**src/rtl/evaluar_jugada.sv**
```systemverilog
// rtl/evaluar_jugada.sv - post-move referee: scans eight winning lines, reports win/draw, tracks turn and move count
module evaluar_jugada (
    input  logic        clock,
    input  logic        reset,
    input  logic        V,
    input  logic [17:0] board,
    input  logic        new_game,
    output logic        busy,
    output logic        done,
    output logic [1:0]  winner,
    output logic [2:0]  win_line,
    output logic        draw,
    output logic        game_over,
    output logic        playerID,
    output logic [3:0]  moves,
    output logic        overrun
);

    typedef enum logic [1:0] {IDLE, SCAN, REPORT, OVER} state_t;

    state_t      state, state_nx;
    logic [17:0] snap;
    logic [2:0]  idx;
    logic [3:0]  ka, kb, kc;
    logic [1:0]  box_a, box_b, box_c;
    logic        line_hit;

    // Zero-based box indices of the three boxes on line idx
    always_comb begin
        ka = 4'd0;
        kb = 4'd1;
        kc = 4'd2;
        case (idx)
            3'd0: begin ka = 4'd0; kb = 4'd1; kc = 4'd2; end
            3'd1: begin ka = 4'd3; kb = 4'd4; kc = 4'd5; end
            3'd2: begin ka = 4'd6; kb = 4'd7; kc = 4'd8; end
            3'd3: begin ka = 4'd0; kb = 4'd3; kc = 4'd6; end
            3'd4: begin ka = 4'd1; kb = 4'd4; kc = 4'd7; end
            3'd5: begin ka = 4'd2; kb = 4'd5; kc = 4'd8; end
            3'd6: begin ka = 4'd0; kb = 4'd4; kc = 4'd8; end
            default: begin ka = 4'd2; kb = 4'd4; kc = 4'd6; end
        endcase
    end

    assign box_a    = snap[{ka, 1'b0} +: 2];
    assign box_b    = snap[{kb, 1'b0} +: 2];
    assign box_c    = snap[{kc, 1'b0} +: 2];
    assign line_hit = (box_a == box_b) && (box_b == box_c) &&
                      ((box_a == 2'b01) || (box_a == 2'b10));

    assign busy = (state == SCAN);
    assign done = (state == REPORT);

    always_ff @(posedge clock or negedge reset) begin
        if (!reset) begin
            state <= IDLE;
        end else begin
            state <= state_nx;
        end
    end

    always_comb begin
        state_nx = state;
        if (new_game) begin
            state_nx = IDLE;
        end else begin
            case (state)
                IDLE:    if (V) state_nx = SCAN;
                SCAN:    if (line_hit || (idx == 3'd7)) state_nx = REPORT;
                REPORT:  state_nx = ((winner != 2'b00) || draw) ? OVER : IDLE;
                default: state_nx = OVER;
            endcase
        end
    end

    always_ff @(posedge clock or negedge reset) begin
        if (!reset) begin
            snap      <= 18'd0;
            idx       <= 3'd0;
            winner    <= 2'b00;
            win_line  <= 3'd0;
            draw      <= 1'b0;
            game_over <= 1'b0;
            playerID  <= 1'b0;
            moves     <= 4'd0;
            overrun   <= 1'b0;
        end else if (new_game) begin
            idx       <= 3'd0;
            winner    <= 2'b00;
            win_line  <= 3'd0;
            draw      <= 1'b0;
            game_over <= 1'b0;
            playerID  <= 1'b0;
            moves     <= 4'd0;
            overrun   <= 1'b0;
        end else begin
            case (state)
                IDLE: begin
                    if (V) begin
                        snap     <= board;
                        moves    <= (moves == 4'd9) ? 4'd9 : moves + 4'd1;
                        idx      <= 3'd0;
                        winner   <= 2'b00;
                        win_line <= 3'd0;
                        draw     <= 1'b0;
                    end
                end
                SCAN: begin
                    if (V) overrun <= 1'b1;
                    if (line_hit) begin
                        winner   <= box_a;
                        win_line <= idx;
                    end else if (idx == 3'd7) begin
                        draw <= (moves == 4'd9);
                    end else begin
                        idx <= idx + 3'd1;
                    end
                end
                REPORT: begin
                    if (V) overrun <= 1'b1;
                    if ((winner != 2'b00) || draw) begin
                        game_over <= 1'b1;
                    end else begin
                        playerID <= ~playerID;
                    end
                end
                default: begin
                    if (V) overrun <= 1'b1;
                end
            endcase
        end
    end

endmodule

```
**config.mk**
```make
export PLATFORM = sky130hd
export DESIGN_NAME = evaluar_jugada
export DESIGN_NICKNAME = d
export VERILOG_FILES = /design/src/rtl/evaluar_jugada.sv
export SDC_FILE = /design/constraint.sdc
export NUM_CORES = 1
export LEC_CHECK = 0
export CAP_MARGIN = 20
export CORE_ASPECT_RATIO = 0.7
export CORE_MARGIN = 2
export CORE_UTILIZATION = 45
export DETAILED_ROUTE_END_ITERATION = 10
export MAX_ROUTING_LAYER = met4
export PLACE_DENSITY = 0.68
export SLEW_MARGIN = 20
export SYNTH_ARGS = -nofsm -noshare
export SYNTH_HDL_FRONTEND = slang
export SYNTH_SLANG_ARGS = --single-unit
```
**constraint.sdc**
```tcl
create_clock -name clock -period 3.8 [get_ports clock]
set_input_delay 0.38 -clock clock [delete_from_list [all_inputs] [get_ports clock]]
set_output_delay 0.38 -clock clock [all_outputs]
set_load 0.1 [all_outputs]
```
* After elaboration in Yosys (flattened, before gate mapping)
Cells that the tools add are included.
** Word-level totals
- Register bits :: 36
- Bits of input ports :: 22
- Output and inout port bits :: 15
- Word-level logic and storage cells :: 101
** Cells by class
- Add/sub/neg operators :: 2
- Equality and inequality tests :: 22
- Shift operators :: 3
- Mux-type cells :: 38
- Bitwise gates (word level) :: 2
- Reduce and logical (&&, ||, !) cells :: 24
** Operators by type and width (number)
- indexed part select 18 x 6 -> 2 bit :: 3
- one-hot mux 3 bit (4 select lines) :: 2
- two-way mux 3 bit :: 6
- two-way mux 4 bit :: 4
- one-hot mux 4 bit (4 select lines) :: 1
- two-way mux 2 bit :: 7
- two-way mux 1 bit :: 13
- == test 3 bit, second input constant :: 4
- one-hot mux 3 bit (2 select lines) :: 2
- AND reduction 2 bit :: 5
- nonzero test 2 bit :: 5
- inequality test 3 x 2 -> 1 bit, second input constant :: 3
- inequality test 3 bit, second input constant :: 3
- AND reduction 4 bit :: 2
- == test 3 x 2 -> 1 bit, second input constant :: 2
- one-hot mux 2 bit (3 select lines) :: 1
- AND reduction 3 bit :: 2
- OR reduction 3 bit :: 2
- adder 4 x 1 -> 4 bit, second input constant :: 1
- == test 2 x 1 -> 1 bit, second input constant :: 2
- == test 2 bit :: 2
- == test 2 bit, second input constant :: 2
- == test 4 bit, second input constant :: 1
- inequality test 2 bit, second input constant :: 2
- other kinds (10) :: 14

* Logic depth before layout (Yosys ltp)
Gate-level depths: netlist (run 1).
- Depth in word-level cells :: 11
- Gate-level depth with buffers :: 12
- Gate-level depth less buffers :: 9

* Worst setup path after synthesis (run 1)
No wires, ideal clock.
- Path kind :: flip-flop to flip-flop
- From :: reg idx[2]
- To :: reg winner[1]
- Setup time :: 0.123 ns
- Arrival time :: 2.815 ns
- Data required time :: 3.677 ns
- Setup slack :: 0.862 ns
- Cell stages (with the launch flop) :: 13
- Buffers on the path :: 3
- Period minus slack after synthesis :: 2.938 ns
- Path through :: dfrtp_1 buf_6 clkbuf_1 inv_1 ha_1 nor3_2 a2111oi_1 o31ai_2 nand3_1 or4_1 buf_2 a31o_4 a32o_1
** Between the ends
- Word-level cells in the longest chain between the ends :: 9
- Elaborated cells on any way between the ends :: 27
- Those cells by class :: eq/ne (11); shift (3); mux (6); reduce/logical (7)
** Ends and longest elaborated chain
- start, declared :: line 23 : logic [2:0] idx;
- start signal, assigned :: line 116 : idx <= idx + 3'd1;
- == test 3 bit, or another cell as far along :: line 33 : case (idx)
- OR reduction 3 bit (no line)
- one-hot mux 3 bit (4 select lines) / one-hot mux 4 bit (4 select lines) (equally long branches) :: line 33
- indexed part select 18 x 6 -> 2 bit, on equally long branches :: line 45, 47
- == test 2 bit, or another cell as far along :: line 48 : assign line_hit = (box_a == box_b) && (box_b == box_c) &&
- logical AND 1 bit / logical OR 1 bit (equally long branches) :: line 48, 49
- logical AND 1 bit :: line 48
- inequality test 3 x 2 -> 1 bit (no line)
- AND reduction 3 bit (no line)
- end signal, assigned :: line 111 : winner <= box_a;
- end, declared :: line 10 : output logic [1:0] winner,
Several ways; a longest one is shown, not always the timed one. The select of a mux whose other input is x is not followed.
A chain may end at the register's enable or synchronous reset.

* Worst setup path in the final report (run 1)
- From :: reg idx[1]
- To :: reg winner[1]
Same word-level chain as after synthesis.

==> impl_metrics.env, run 1 <==
export IMPL_io_buffers=36
export IMPL_peakVddDrop_uv=250.4
export IMPL_instances_no_fill=329
export IMPL_leakagePower_nw=1.148
export IMPL_synth_top_family_by_area="simple AND/OR/NAND/NOR gates"
export IMPL_finalClockSkew_ps=3.518
export IMPL_synth_top_cell_area_share=0.4079
export IMPL_finalCritPeriodShare=0.9008
export IMPL_syn_cell_area_mm2=0.002208
export IMPL_synth_edf_count=0
export IMPL_synth_nets=253
export IMPL_setup_viol=0
export IMPL_synthAdderAreaFrac=0.04533
export IMPL_cp_slowest_cell="ha_1"
export IMPL_num_rows=21
export IMPL_finalWeightedCongestion=0.8730
export IMPL_required_ps=3980
export IMPL_gr_total_overflow=0
export IMPL_post_synth_top_area_cell="dfrtp_1"
export IMPL_antenna_found_initial=0
export IMPL_die_area_mm2=0.005493
export IMPL_grt_pass1_wl_mm=8.224
export IMPL_cts_tree="built"
export IMPL_vias_per_cell=5.495
export IMPL_h_tree_depth=2
export IMPL_syn_inst=223
export IMPL_antennaDiodeCount=0
export IMPL_cts_hold_buffers=0
export IMPL_hold_viol_final=0
export IMPL_drtIter0Drc=140
export IMPL_postSynthAreaPerCell_um2=9.903
export IMPL_max_stage_delay_ps=550
export IMPL_critPathKind="flip-flop to flip-flop"
export IMPL_dp_hpwl_mm=3.633
export IMPL_die_y_um=62.61
export IMPL_grt_max_degree=37
export IMPL_setup_worst_path_start_class="flip-flop"
export IMPL_async_flop_share=1.000
export IMPL_pin_count=37
export IMPL_cts_inserted_buffers=5
export IMPL_synth_most_common_cell="dfrtp_1"
export IMPL_ys_top_cells_by_count="dfrtp_1 (36), nand2_1 (21), nor2_1 (20)"
export IMPL_arrival_ps=3600
export IMPL_p_clk_frac=0.252
export IMPL_ant_nets=0
export IMPL_drc_errors=0
export IMPL_maxSlewViolCount=0
export IMPL_rsz0062_at_grt="no"
export IMPL_ys_ff_latch=36
export IMPL_fp_dieW_um=87.73
export IMPL_fillCellCount=425
export IMPL_num_vias=1808
export IMPL_cap_violations=0
export IMPL_worst_slew_pin_slew_ps=982.1
export IMPL_clk_pin_slew_ps=70
export IMPL_start_util=0.4644
export IMPL_area_growth_pct=23.12
export IMPL_cts_resized=0
export IMPL_wl_mm=4.947
export IMPL_crit_chain="inv_1 -> ha_1 -> nor3_2 -> a2111oi_1 -> o31ai_2 -> nor4b_1 -> nand3_1 -> a31o_4 -> a32o_1"
export IMPL_status="finished, final reports clean"
export IMPL_crit_buf_inv=1
export IMPL_clock_latency_ps=290
export IMPL_hold_class="input port to asynchronous set/reset pin"
export IMPL_ys_warn_count=0
export IMPL_p_total_w=0.001120
export IMPL_dp_cells=321
export IMPL_clock_fmax_ghz=0.2921
export IMPL_pwr_share_comb=0.314
export IMPL_p_sw_w=0.0003744
export IMPL_synthMuxAreaShare=0.1450
export IMPL_p_sw_frac=0.3344
export IMPL_power_density_mw_per_mm2=411.8
export IMPL_grt_pass1_vias=1619
export IMPL_core_area_mm2=0.004756
export IMPL_cts_buffer_depth=2
export IMPL_fin_tns_setup_ps=0
export IMPL_fin_crit_ps=3423
export IMPL_synthTopCellsByArea="dfrtp_1 (41%), mux2_2 (9.7%), ha_1 (4.5%)"
export IMPL_postCtsSetupBuffers=0
export IMPL_fin_util=0.5717
export IMPL_yosysSeqAreaShare=0.4079
export IMPL_cts_sinks=36
export IMPL_intPower_w=0.0007452
export IMPL_clockRootBuffer="clkbuf_8"
export IMPL_relSlewSlack=0.3432
export IMPL_seqPwrFrac=0.435
export IMPL_critPathMaxFanout=14
export IMPL_cp_end_kind="flip-flop"
export IMPL_wl_per_cell_um=15.04
export IMPL_fin_nets=289
export IMPL_drtPass1Iterations=4
export IMPL_yosysUniqueCellTypes=54
export IMPL_yosys_area_share_xor_xnor=0.01190
export IMPL_grt_total_usage=0.2017
export IMPL_synthFlopType="dfrtp_1"
export IMPL_critPathTopFamily="compound AO/OA/AOI/OAI gates"
export IMPL_synthSimpleGateAreaFrac=0.1921
export IMPL_synth_compound_area_frac=0.1586
export IMPL_drive_gt1_frac=0.1385
-- per-layer routing --
metal,vias up,GRT usage,part of all wire
li1,889,-,-
met1,859,0.3212,0.52
met2,55,0.2282,0.39
met3,5,0.07662,0.087
met4,0,0.05962,0.0077
met5,-,-,0
-- cells in the final DEF (no fill, tap or decap), drive strengths merged, types with 6 or more instances in the layout --
cell / instances
a21oi: 8
clkbuf: 8
clkdlybuf4s50: 36
dfrtp: 36
ha: 8
inv: 8
mux2: 19
mux2i: 8
nand2: 21
nand3: 6
nor2: 20
nor2b: 7
nor3: 7
o211ai: 6
o21ai: 7
-- cell type report --
class / instances / area [µm²] / share of cell area
clock buffer: 8 / 90.09 / 0.03313
tap: 69 / 86.33 / 0.03175
inverter: 8 / 30.03 / 0.01104
sequential: 36 / 900.9 / 0.3313
timing repair buffer: 40 / 390.4 / 0.1436
multi-input combinational: 168 / 1221 / 0.4491
-- power groups by stage --
stage | Sequential, W | Combinational, W | Clock (W)
final | 0.000487 | 0.000351 | 0.000282
after global routing | 0.000494 | 0.000386 | 0.000310
after CTS | 0.000486 | 0.000351 | 0.000290
after detailed placement | 0.000493 | 0.000349 | 0
after global placement | 0.000492 | 0.000347 | 0
after floorplan | 0.000498 | 0.000245 | 0
-- cell families after synthesis --
| kind of cell | Yosys count |
|---|---|
| AO/OA/AOI/OAI | 46 |
| XOR/XNOR | 3 |
| adder cells (fa/ha/maj) | 8 |
| buffers and inverters | 19 |
| flip-flops | 36 |
| multiplexers | 28 |
| AND/OR/NAND/NOR | 83 |
-- sequential cells by signal, summed over array words and instances (netlist names) --
| name | flops |
|---|---|
| win_line | 3 |
| state | 2 |
| moves | 4 |
| game_over | 1 |
| winner | 2 |
| snap | 18 |
| overrun | 1 |
| draw | 1 |
| playerID | 1 |
| idx | 3 |
-- per-stage QoR --
step / area [µm²] / hold WS (ps) / worst slack, ps
2_1_floorplan: 2208 / 84.41 / 862.1
3_3_place_gp: 2629 / 485.3 / 624.5
3_5_place_dp: 2629 / 493.4 / 525.3
4_1_cts: 2719 / 512.3 / 440.6
5_1_grt: 2719 / 548.5 / 236.7
6_report: 2719 / 505.6 / 376.9
-- path summary, 6_finish.rpt --
kind / from / to / slack, ps / cells past startpoint
min in group clock: game_over$_DFFE_PN0P_ / game_over$_DFFE_PN0P_ / 510 / 2
worst min register to register: game_over$_DFFE_PN0P_ / game_over$_DFFE_PN0P_ / 510 / 2
worst min-delay path: reset / moves[2]$_DFFE_PN0P_ / 510 / 2
max in group asynchronous: reset / moves[0]$_DFFE_PN0P_ / 2970 / 2
worst max-delay path: idx[1]$_DFFE_PN0P_ / winner[1]$_DFFE_PN0P_ / 380 / 9
worst max register to register: idx[1]$_DFFE_PN0P_ / winner[1]$_DFFE_PN0P_ / 380 / 9
Note: power is estimated with default switching activity, not from simulation.
==> run 2, diff against run 1 <==
--- a/config.mk
+++ b/config.mk
@@ -7,11 +7,12 @@
 export LEC_CHECK = 0
 export CAP_MARGIN = 20
 export CORE_ASPECT_RATIO = 0.7
-export CORE_MARGIN = 2
+export CORE_MARGIN = 5
 export CORE_UTILIZATION = 45
 export DETAILED_ROUTE_END_ITERATION = 10
 export MAX_ROUTING_LAYER = met4
 export PLACE_DENSITY = 0.68
+export SKIP_CTS_REPAIR_TIMING = 1
 export SLEW_MARGIN = 20
 export SYNTH_ARGS = -nofsm -noshare
 export SYNTH_HDL_FRONTEND = slang
==> run 2 against run 1 <==
Effect of this change:
- routed wire length grew 3.4%
- first-iteration DRC count shrank 14%
- count of clock-buffer cells in the layout shrank 1
- critical endpoint unchanged
==> impl_metrics.env, run 2 (synthesized netlist as in run 1, its figures left out) <==
export IMPL_status="finished, final reports clean"
export IMPL_antennaDiodeCount=0
export IMPL_largest_register_ffs=18
export IMPL_clock_fmax_ghz=0.3036
export IMPL_p_sw_frac=0.3155
export IMPL_final_cell_mix="dfrtp_1 (36), clkdlybuf4s50_1 (36), nand2_1 (21)"
export IMPL_power_density_mw_per_mm2=439.4
export IMPL_reg_top3="snap x18, moves x4"
export IMPL_gr_total_overflow=0
export IMPL_seqPwrFrac=0.403
export IMPL_finalClockSkew_ps=7.365
export IMPL_whs_ps=505.8
export IMPL_setup_worst_path_start_class="flip-flop"
export IMPL_cp_slowest_cell="or4_1"
export IMPL_io_buffers=36
export IMPL_arrival_ps=3470
export IMPL_p_clk_frac=0.307
export IMPL_grt_total_usage=0.1787
export IMPL_cts_sinks=36
export IMPL_instances_no_fill=329
export IMPL_setup_viol=0
export IMPL_num_vias=1801
export IMPL_endpoint="winner[1]$_DFFE_PN0P_"
export IMPL_drc_errors=0
export IMPL_fin_tns_setup_ps=0
export IMPL_design_area_mm2=0.002755
export IMPL_core_area_mm2=0.004756
export IMPL_required_ps=3980
export IMPL_vias_per_cell=5.474
export IMPL_drtPass1Iterations=4
export IMPL_cap_violations=0
export IMPL_reg2reg_slack_ps=510
export IMPL_die_y_um=68.61
export IMPL_h_tree_depth=2
export IMPL_cp_num_cells=9
export IMPL_crit_chain="inv_1 -> ha_1 -> nor4_2 -> or3b_1 -> a31oi_1 -> mux2i_1 -> or4_1 -> a31o_4 -> a32o_1"
export IMPL_fillCellCount=420
export IMPL_fp_dieW_um=93.73
export IMPL_hold_class="input port to asynchronous set/reset pin"
export IMPL_grt_max_degree=37
export IMPL_leakagePower_nw=1.167
export IMPL_critPathKind="flip-flop to flip-flop"
export IMPL_relSlewSlack=0.3434
export IMPL_pin_count=37
export IMPL_fin_crit_ps=3293
export IMPL_wl_per_cell_um=15.55
export IMPL_dp_hpwl_mm=3.806
export IMPL_clk_pin_slew_ps=70
export IMPL_placed_cell_area_mm2=0.002629
export IMPL_cp_end_kind="flip-flop"
export IMPL_critPathMaxFanout=14
export IMPL_max_stage_delay_ps=660
export IMPL_r2r_start="idx[1]$_DFFE_PN0P_"
export IMPL_drtIter0Drc=120
export IMPL_worstRegToRegCells=9
export IMPL_area_growth_pct=24.76
export IMPL_intPower_w=0.0008287
export IMPL_critPathTopFamily="simple AND/OR/NAND/NOR gates"
export IMPL_rsz0062_at_grt="no"
export IMPL_clock_latency_ps=290
export IMPL_num_rows=21
export IMPL_pwr_share_comb=0.290
export IMPL_hold_viol_final=0
export IMPL_cts_buffer_depth=2
export IMPL_dp_cells=321
export IMPL_top_register="snap"
export IMPL_ant_nets=0
export IMPL_die_area_mm2=0.006431
export IMPL_drive_gt1_frac=0.1462
export IMPL_finalCritPeriodShare=0.8667
export IMPL_peakVddDrop_uv=209.0
export IMPL_crit_start="idx[1]$_DFFE_PN0P_"
export IMPL_start_util=0.4644
export IMPL_fin_nets=289
export IMPL_p_sw_w=0.0003820
export IMPL_maxSlewViolCount=0
export IMPL_antenna_found_initial=0
export IMPL_cts_inserted_buffers=5
export IMPL_finalWeightedCongestion=0.8751
export IMPL_grt_pass1_wl_mm=8.535
export IMPL_clockRootBuffer="clkbuf_8"
export IMPL_worst_slew_pin_slew_ps=981.9
export IMPL_crit_buf_inv=1
export IMPL_r2r_end="winner[1]$_DFFE_PN0P_"
export IMPL_wl_mm=5.115
export IMPL_cts_tree="built"
export IMPL_grt_pass1_vias=1648
==> run 2: worst min-delay path by stage <==
stage / startpoint / to
2_1_floorplan: reset / draw$_DFFE_PN0P_
4_1_cts: game_over$_DFFE_PN0P_ / game_over$_DFFE_PN0P_
5_1_grt: overrun$_DFFE_PN0P_ / overrun$_DFFE_PN0P_
3_3_place_gp: game_over$_DFFE_PN0P_ / game_over$_DFFE_PN0P_
3_5_place_dp: game_over$_DFFE_PN0P_ / game_over$_DFFE_PN0P_
6_report: reset / moves[2]$_DFFE_PN0P_
==> run 2: power by group through the flow <==
stage          Clock [W]  Combinational (W)  Sequential (W)
2_1_floorplan          0           0.000245        0.000498
3_3_place_gp           0           0.000347        0.000493
3_5_place_dp           0           0.000351        0.000493
4_1_cts         0.000376           0.000352        0.000487
5_1_grt         0.000395           0.000385        0.000496
6_report        0.000372           0.000351        0.000488
==> run 2: per-stage QoR <==
step           worst slack (ps)    util  total power, W
2_1_floorplan             862.1       -       0.0007425
3_3_place_gp              637.7  0.5527       0.0008392
3_5_place_dp              523.4  0.5527       0.0008439
4_1_cts                   512.2  0.5793        0.001215
5_1_grt                   272.9  0.5793        0.001276
6_report                  506.6  0.5793        0.001211
==> run 2: final cells by class <==
| class | instances | area [µm²] | area share |
|---|---|---|---|
| Clock buffer | 7 | 96.34 | 0.03497 |
| Clock inverter | 1 | 30.03 | 0.01090 |
| Inverter | 8 | 30.03 | 0.01090 |
| Multi-Input combinational cell | 168 | 1221 | 0.4432 |
| Sequential cell | 36 | 900.9 | 0.3270 |
| Tap cell | 69 | 86.33 | 0.03134 |
| Timing Repair Buffer | 40 | 390.4 | 0.1417 |
==> run 2: per-layer routing <==
layer / track usage / vias up / share of wire
met1: 0.2817 / 865 / 0.54
met2: 0.2193 / 54 / 0.38
met5: - / - / 0
met4: 0.04324 / 0 / 0.011
li1: - / 877 / -
met3: 0.04555 / 5 / 0.071
